===== src/rtl/pixel_scan_sequencer.sv =====
// Two-pass image scan address sequencer for the binarization datapath.
// Ports: clk, rst_n, start in; rd_en/rd_addr, pix_valid/pix_addr/pix_last, pass2, busy, done, reallydone out.
module pixel_scan_sequencer #(
    parameter int IMG_W  = 256,
    parameter int IMG_H  = 256,
    parameter int ADDR_W = 16,
    parameter int RD_LAT = 1
) (
    input  logic              clk,
    input  logic              rst_n,
    input  logic              start,
    output logic              rd_en,
    output logic [ADDR_W-1:0] rd_addr,
    output logic              pix_valid,
    output logic [ADDR_W-1:0] pix_addr,
    output logic              pix_last,
    output logic              pass2,
    output logic              busy,
    output logic              done,
    output logic              reallydone
);

    localparam int                N    = IMG_W * IMG_H;
    localparam logic [ADDR_W-1:0] LAST = ADDR_W'(N - 1);

    typedef enum logic [2:0] {
        IDLE,
        RD1,
        DRAIN1,
        RD2,
        DRAIN2,
        FIN
    } state_t;

    state_t            state;
    logic [1:0]        rst_sync;
    logic [RD_LAT-1:0] v_q;
    logic [RD_LAT-1:0] l_q;
    logic [ADDR_W-1:0] a_q [RD_LAT];
    logic              rd_last;

    // Reset release is resynchronized; FSM stays idle until it settles.
    always_ff @(posedge clk or negedge rst_n) begin
        if (!rst_n) begin
            rst_sync <= 2'b00;
        end else begin
            rst_sync <= {rst_sync[0], 1'b1};
        end
    end

    assign rd_last = rd_en && (rd_addr == LAST);

    // Read-latency alignment: final stage is the registered pix_* output.
    always_ff @(posedge clk or negedge rst_n) begin
        if (!rst_n) begin
            v_q <= '0;
            l_q <= '0;
            for (int i = 0; i < RD_LAT; i++) begin
                a_q[i] <= '0;
            end
        end else begin
            v_q[0] <= rd_en;
            l_q[0] <= rd_last;
            a_q[0] <= rd_addr;
            for (int i = 1; i < RD_LAT; i++) begin
                v_q[i] <= v_q[i-1];
                l_q[i] <= l_q[i-1];
                a_q[i] <= a_q[i-1];
            end
        end
    end

    assign pix_valid = v_q[RD_LAT-1];
    assign pix_last  = l_q[RD_LAT-1];
    assign pix_addr  = a_q[RD_LAT-1];

    always_ff @(posedge clk or negedge rst_n) begin
        if (!rst_n) begin
            state      <= IDLE;
            rd_en      <= 1'b0;
            rd_addr    <= '0;
            pass2      <= 1'b0;
            busy       <= 1'b0;
            done       <= 1'b0;
            reallydone <= 1'b0;
        end else begin
            done <= 1'b0;
            case (state)
                IDLE, FIN: begin
                    if (start && rst_sync[1]) begin
                        state      <= RD1;
                        rd_en      <= 1'b0;
                        rd_addr    <= '0;
                        pass2      <= 1'b0;
                        reallydone <= 1'b0;
                        busy       <= 1'b1;
                    end
                end
                RD1, RD2: begin
                    // First cycle in a read state raises rd_en at address 0.
                    if (!rd_en) begin
                        rd_en <= 1'b1;
                    end else if (rd_addr == LAST) begin
                        rd_en <= 1'b0;
                        state <= (state == RD1) ? DRAIN1 : DRAIN2;
                    end else begin
                        rd_addr <= rd_addr + 1'b1;
                    end
                end
                DRAIN1: begin
                    if (pix_valid && pix_last) begin
                        done    <= 1'b1;
                        pass2   <= 1'b1;
                        rd_addr <= '0;
                        state   <= RD2;
                    end
                end
                DRAIN2: begin
                    if (pix_valid && pix_last) begin
                        reallydone <= 1'b1;
                        busy       <= 1'b0;
                        state      <= FIN;
                    end
                end
                default: begin
                    state <= IDLE;
                end
            endcase
        end
    end

endmodule


===== config.mk =====
export PLATFORM = sky130hd
export DESIGN_NAME = pixel_scan_sequencer
export DESIGN_NICKNAME = d
export VERILOG_FILES = /design/src/rtl/pixel_scan_sequencer.sv
export SDC_FILE = /design/constraint.sdc
export NUM_CORES = 1
export LEC_CHECK = 0
export CORE_MARGIN = 3
export CORE_UTILIZATION = 35
export CTS_CLUSTER_SIZE = 40
export DETAILED_ROUTE_END_ITERATION = 8
export PLACE_DENSITY = 0.66
export SYNTH_ARGS = -nofsm -noshare
export SYNTH_HDL_FRONTEND = slang
export SYNTH_SLANG_ARGS = --single-unit

===== constraint.sdc =====
create_clock -name clk -period 1.7 [get_ports clk]
set_input_delay 0.255 -clock clk [delete_from_list [all_inputs] [get_ports clk]]
set_output_delay 0.255 -clock clk [all_outputs]
set_load 0.02 [all_outputs]

==> flow_summary.yaml <==
setup_path:
  worst-path-stages: 2
  path_max_fanout: 5
  slowest_stage: "clkdlybuf4s50_1"
  cpPeakStageDelay_ps: 600
  critical_path_required_ps: 1440
  cp-start-kind: "register"
  crit_chain: "buf_4 -> clkdlybuf4s50_1"
  rr_startpoint: "rd_addr[0]"
  critPathKind: "register to output pin"
  cp-end-kind: "output pin"
  rr_endpoint: "rd_addr[9]"
  reg2reg_slack_ps: 70
  critPathLaunch: "rd_addr[0]"
  crit_end: "rd_addr[0]"
  worstPathArrival_ps: 1380
  crit_buf_inv: 2
  rr_worst_depth: 6
  cp_top_family: "buffers and inverters"
finish:
  drive_gt1_share_pct: 20.6
  nets: 265
  areaGrowthSynthToFinish_pct: 40.5
  n_antenna_cell: 0
  fin_cells: 332
  final_util_pct: 52.2
  final_cell_mix: "dfrtp_1, clkdlybuf4s50_1, buf_4, nand2_1, o21ai_0"
  mostFrequentLayoutCell: "dfrtp_1"
grt:
  grt_overflow_total: 0
  grtUsageMet3_pct: 3.99
  grt_antenna_before_repair: 0
  grt.total_usage_pct: 15.4
  grt-busiest-layer: "met2"
  grt.met2_usage_pct: 25.2
  grt_pass1_vias: 1683
  grt_max_degree: 20
  grt_pass1_wl_um: 7810
  gr-usage-met1_pct: 20.0
detailed_routing:
  drt_first_pass_iters: 4
  routed_wl_um: 4550
  vias: 1683
  drc_errors: 0
  wl_per_cell_um: 13.7
  viasPerCell: 5.07
  ant_nets: 0
  drt_iter0_drc: 65
timing:
  rsz0062_at_grt: "true"
  finalSetupViolations: 0
  fmax_mhz: 612
  hold_viol_final: 0
  drv_slew: 0
  min_period_over_period_pct: 96.1
  fin_ws_ps: 66.6
  finalCriticalPeriod_ps: 1630
  fin_skew_ps: 6.87
  tns_ps: 0
cts:
  path_clk_slew_ps: 80
  cts.sinks: 44
  clk-insertion-delay-late_ps: 300
  clockRootBuffer: "clkbuf_8"
  h-tree-depth: 2
  cts_made_buffers: 5
  clock_path_buffers: 2
  cts_setup_buffers: 0
  cts_tree: "built"
pwr:
  ir_drop_v: 0.000781
  p_per_area_nw_per_um2: 1270
  power.leakage_nw: 1.25
  p_total_mw: 3.48
placed_design:
  dp_hpwl_um: 3320
  dp.cells: 323
  gp_congestion: 0.787
  io_buffers: 41
  pre_cts_ws_ps: -12.9
die:
  dieHeight_um: 80.8
  start_util_pct: 37.2
  ios: 42
  rows: 26
  dieArea_um2: 6530
  fp.dieW_um: 80.8
  coreArea_um2: 5270
synthesis:
  netlist_area_um2: 1960
  netlist-cell-type-count: 45
  synth_nets: 194
  synth_top_area_share_pct: 56.2
  ys_warn_count: 0
  ys_seq_area_share_pct: 56.2
  synth_top_cell_by_area: "dfrtp_1"
  synth.area.top_cells: "dfrtp_1, o21ai_0, nand2_1"
  syn_avg_cell_area_um2: 10.3
  syn_inst: 190
  synth_seq_cells: 44
worst_hold_path:
  holdCritStartpoint: "rst_sync[0]"
  worstHoldPathType: "register to register"
status:
  outcome: "finished clean"
flow_run:
  max_cap_viol_count: 0
## kinds of logic (layout without fill, tap and decap cells)
kind of cell               count (synthesis)  in the layout  synth area share [%]
adders and majority gates                  1              1                 0.639
DFF                                       44             44                  56.2
buffers and inverters                     14             86                  3.90
AOI/OAI and AO/OA                         58             58                  18.0
xor gates and xnor gates                   1              1                 0.447
and+or+nand+nor                           71             71                  20.6
other                                      1              1                 0.192
## how the worst min path moves through the flow
stage / to / slack [ps] / cells past startpoint
finish: rst_sync[1] / 360 / 0
floorplan: busy / -40 / 0
global route: rst_sync[1] / 370 / 0
global placement: pix_addr[2] / 220 / 1
CTS: rst_sync[1] / 360 / 0
detailed placement: rd_addr[1] / 220 / 1
## routing by layer
layer	vias up	share of wire, %
li1	838	-
met1	800	47
met2	36	47
met3	9	5.0
met4	0	1.6
met5	-	0
## where the power goes
group	switching [mW]	internal, mW	leakage (nW)
registers	0.174	1.29	0.545
clock network	0.341	0.330	0.0445
logic	0.696	0.656	0.661
total	1.21	2.27	1.25
## state kept, by name (all words and copies together) (netlist names)
| signal | flops |
|---|---|
| pix_addr | 16 |
| rd_addr | 16 |
| state | 3 |
| rst_sync | 2 |
| busy | 1 |
| done | 1 |
| pass2 | 1 |
| pix_last | 1 |
| pix_valid | 1 |
| rd_en | 1 |
| reallydone | 1 |
## per-stage QoR
step	hold slack, ps	cell area, um2
floorplan	-40.6	1960
global placement	217	2630
detailed placement	216	2630
CTS	358	2730
global route	373	2750
finish	356	2750
## worst register-to-register path: stages (launching register included)
cell and delay [ps]:
dfrtp_2 410, ha_1 210, and2_2 240, and4_2 250, nor3_2 200, nand4_1 130, o21ai_2 120
## synthesized netlist by cell type, drive strengths merged
cell type   n
a211o       1
nand4       7
xor2        1
o211ai      2
nor4        2
a21oi      11
nand2b      1
buf         5
conb        1
nand3b      1
o31ai       2
and4        2
o21ba       1
nand2      23
clkbuf      4
nor3        5
nand3       8
or4         1
o311ai      3
and3        2
inv         5
o21ai      22
a21boi      1
nor2b       1
nand4b      1
or3         1
ha          1
and2b       1
o221ai      1
dfrtp      44
o22ai       2
nor2       11
o2bb2ai     1
a211oi      1
a41oi       2
a31oi       8
and2        4
## timing repair
item	4_1_cts	5_1_grt
endpoints found under the setup margin	3	12
hold buffers	1	0
hold endpoints to repair	16	0
gates resized for setup	3	11
## area by class of cell
class | count | area, um2
Clock buffer | 7 | 86.3
Clock inverter | 1 | 7.51
Fill cell | 482 | 2520
Inverter | 5 | 18.8
Multi-Input combinational cell | 132 | 791
Sequential cell | 44 | 1100
Tap cell | 70 | 87.6
Timing Repair Buffer | 73 | 658
(Power assumes the default switching activity.)
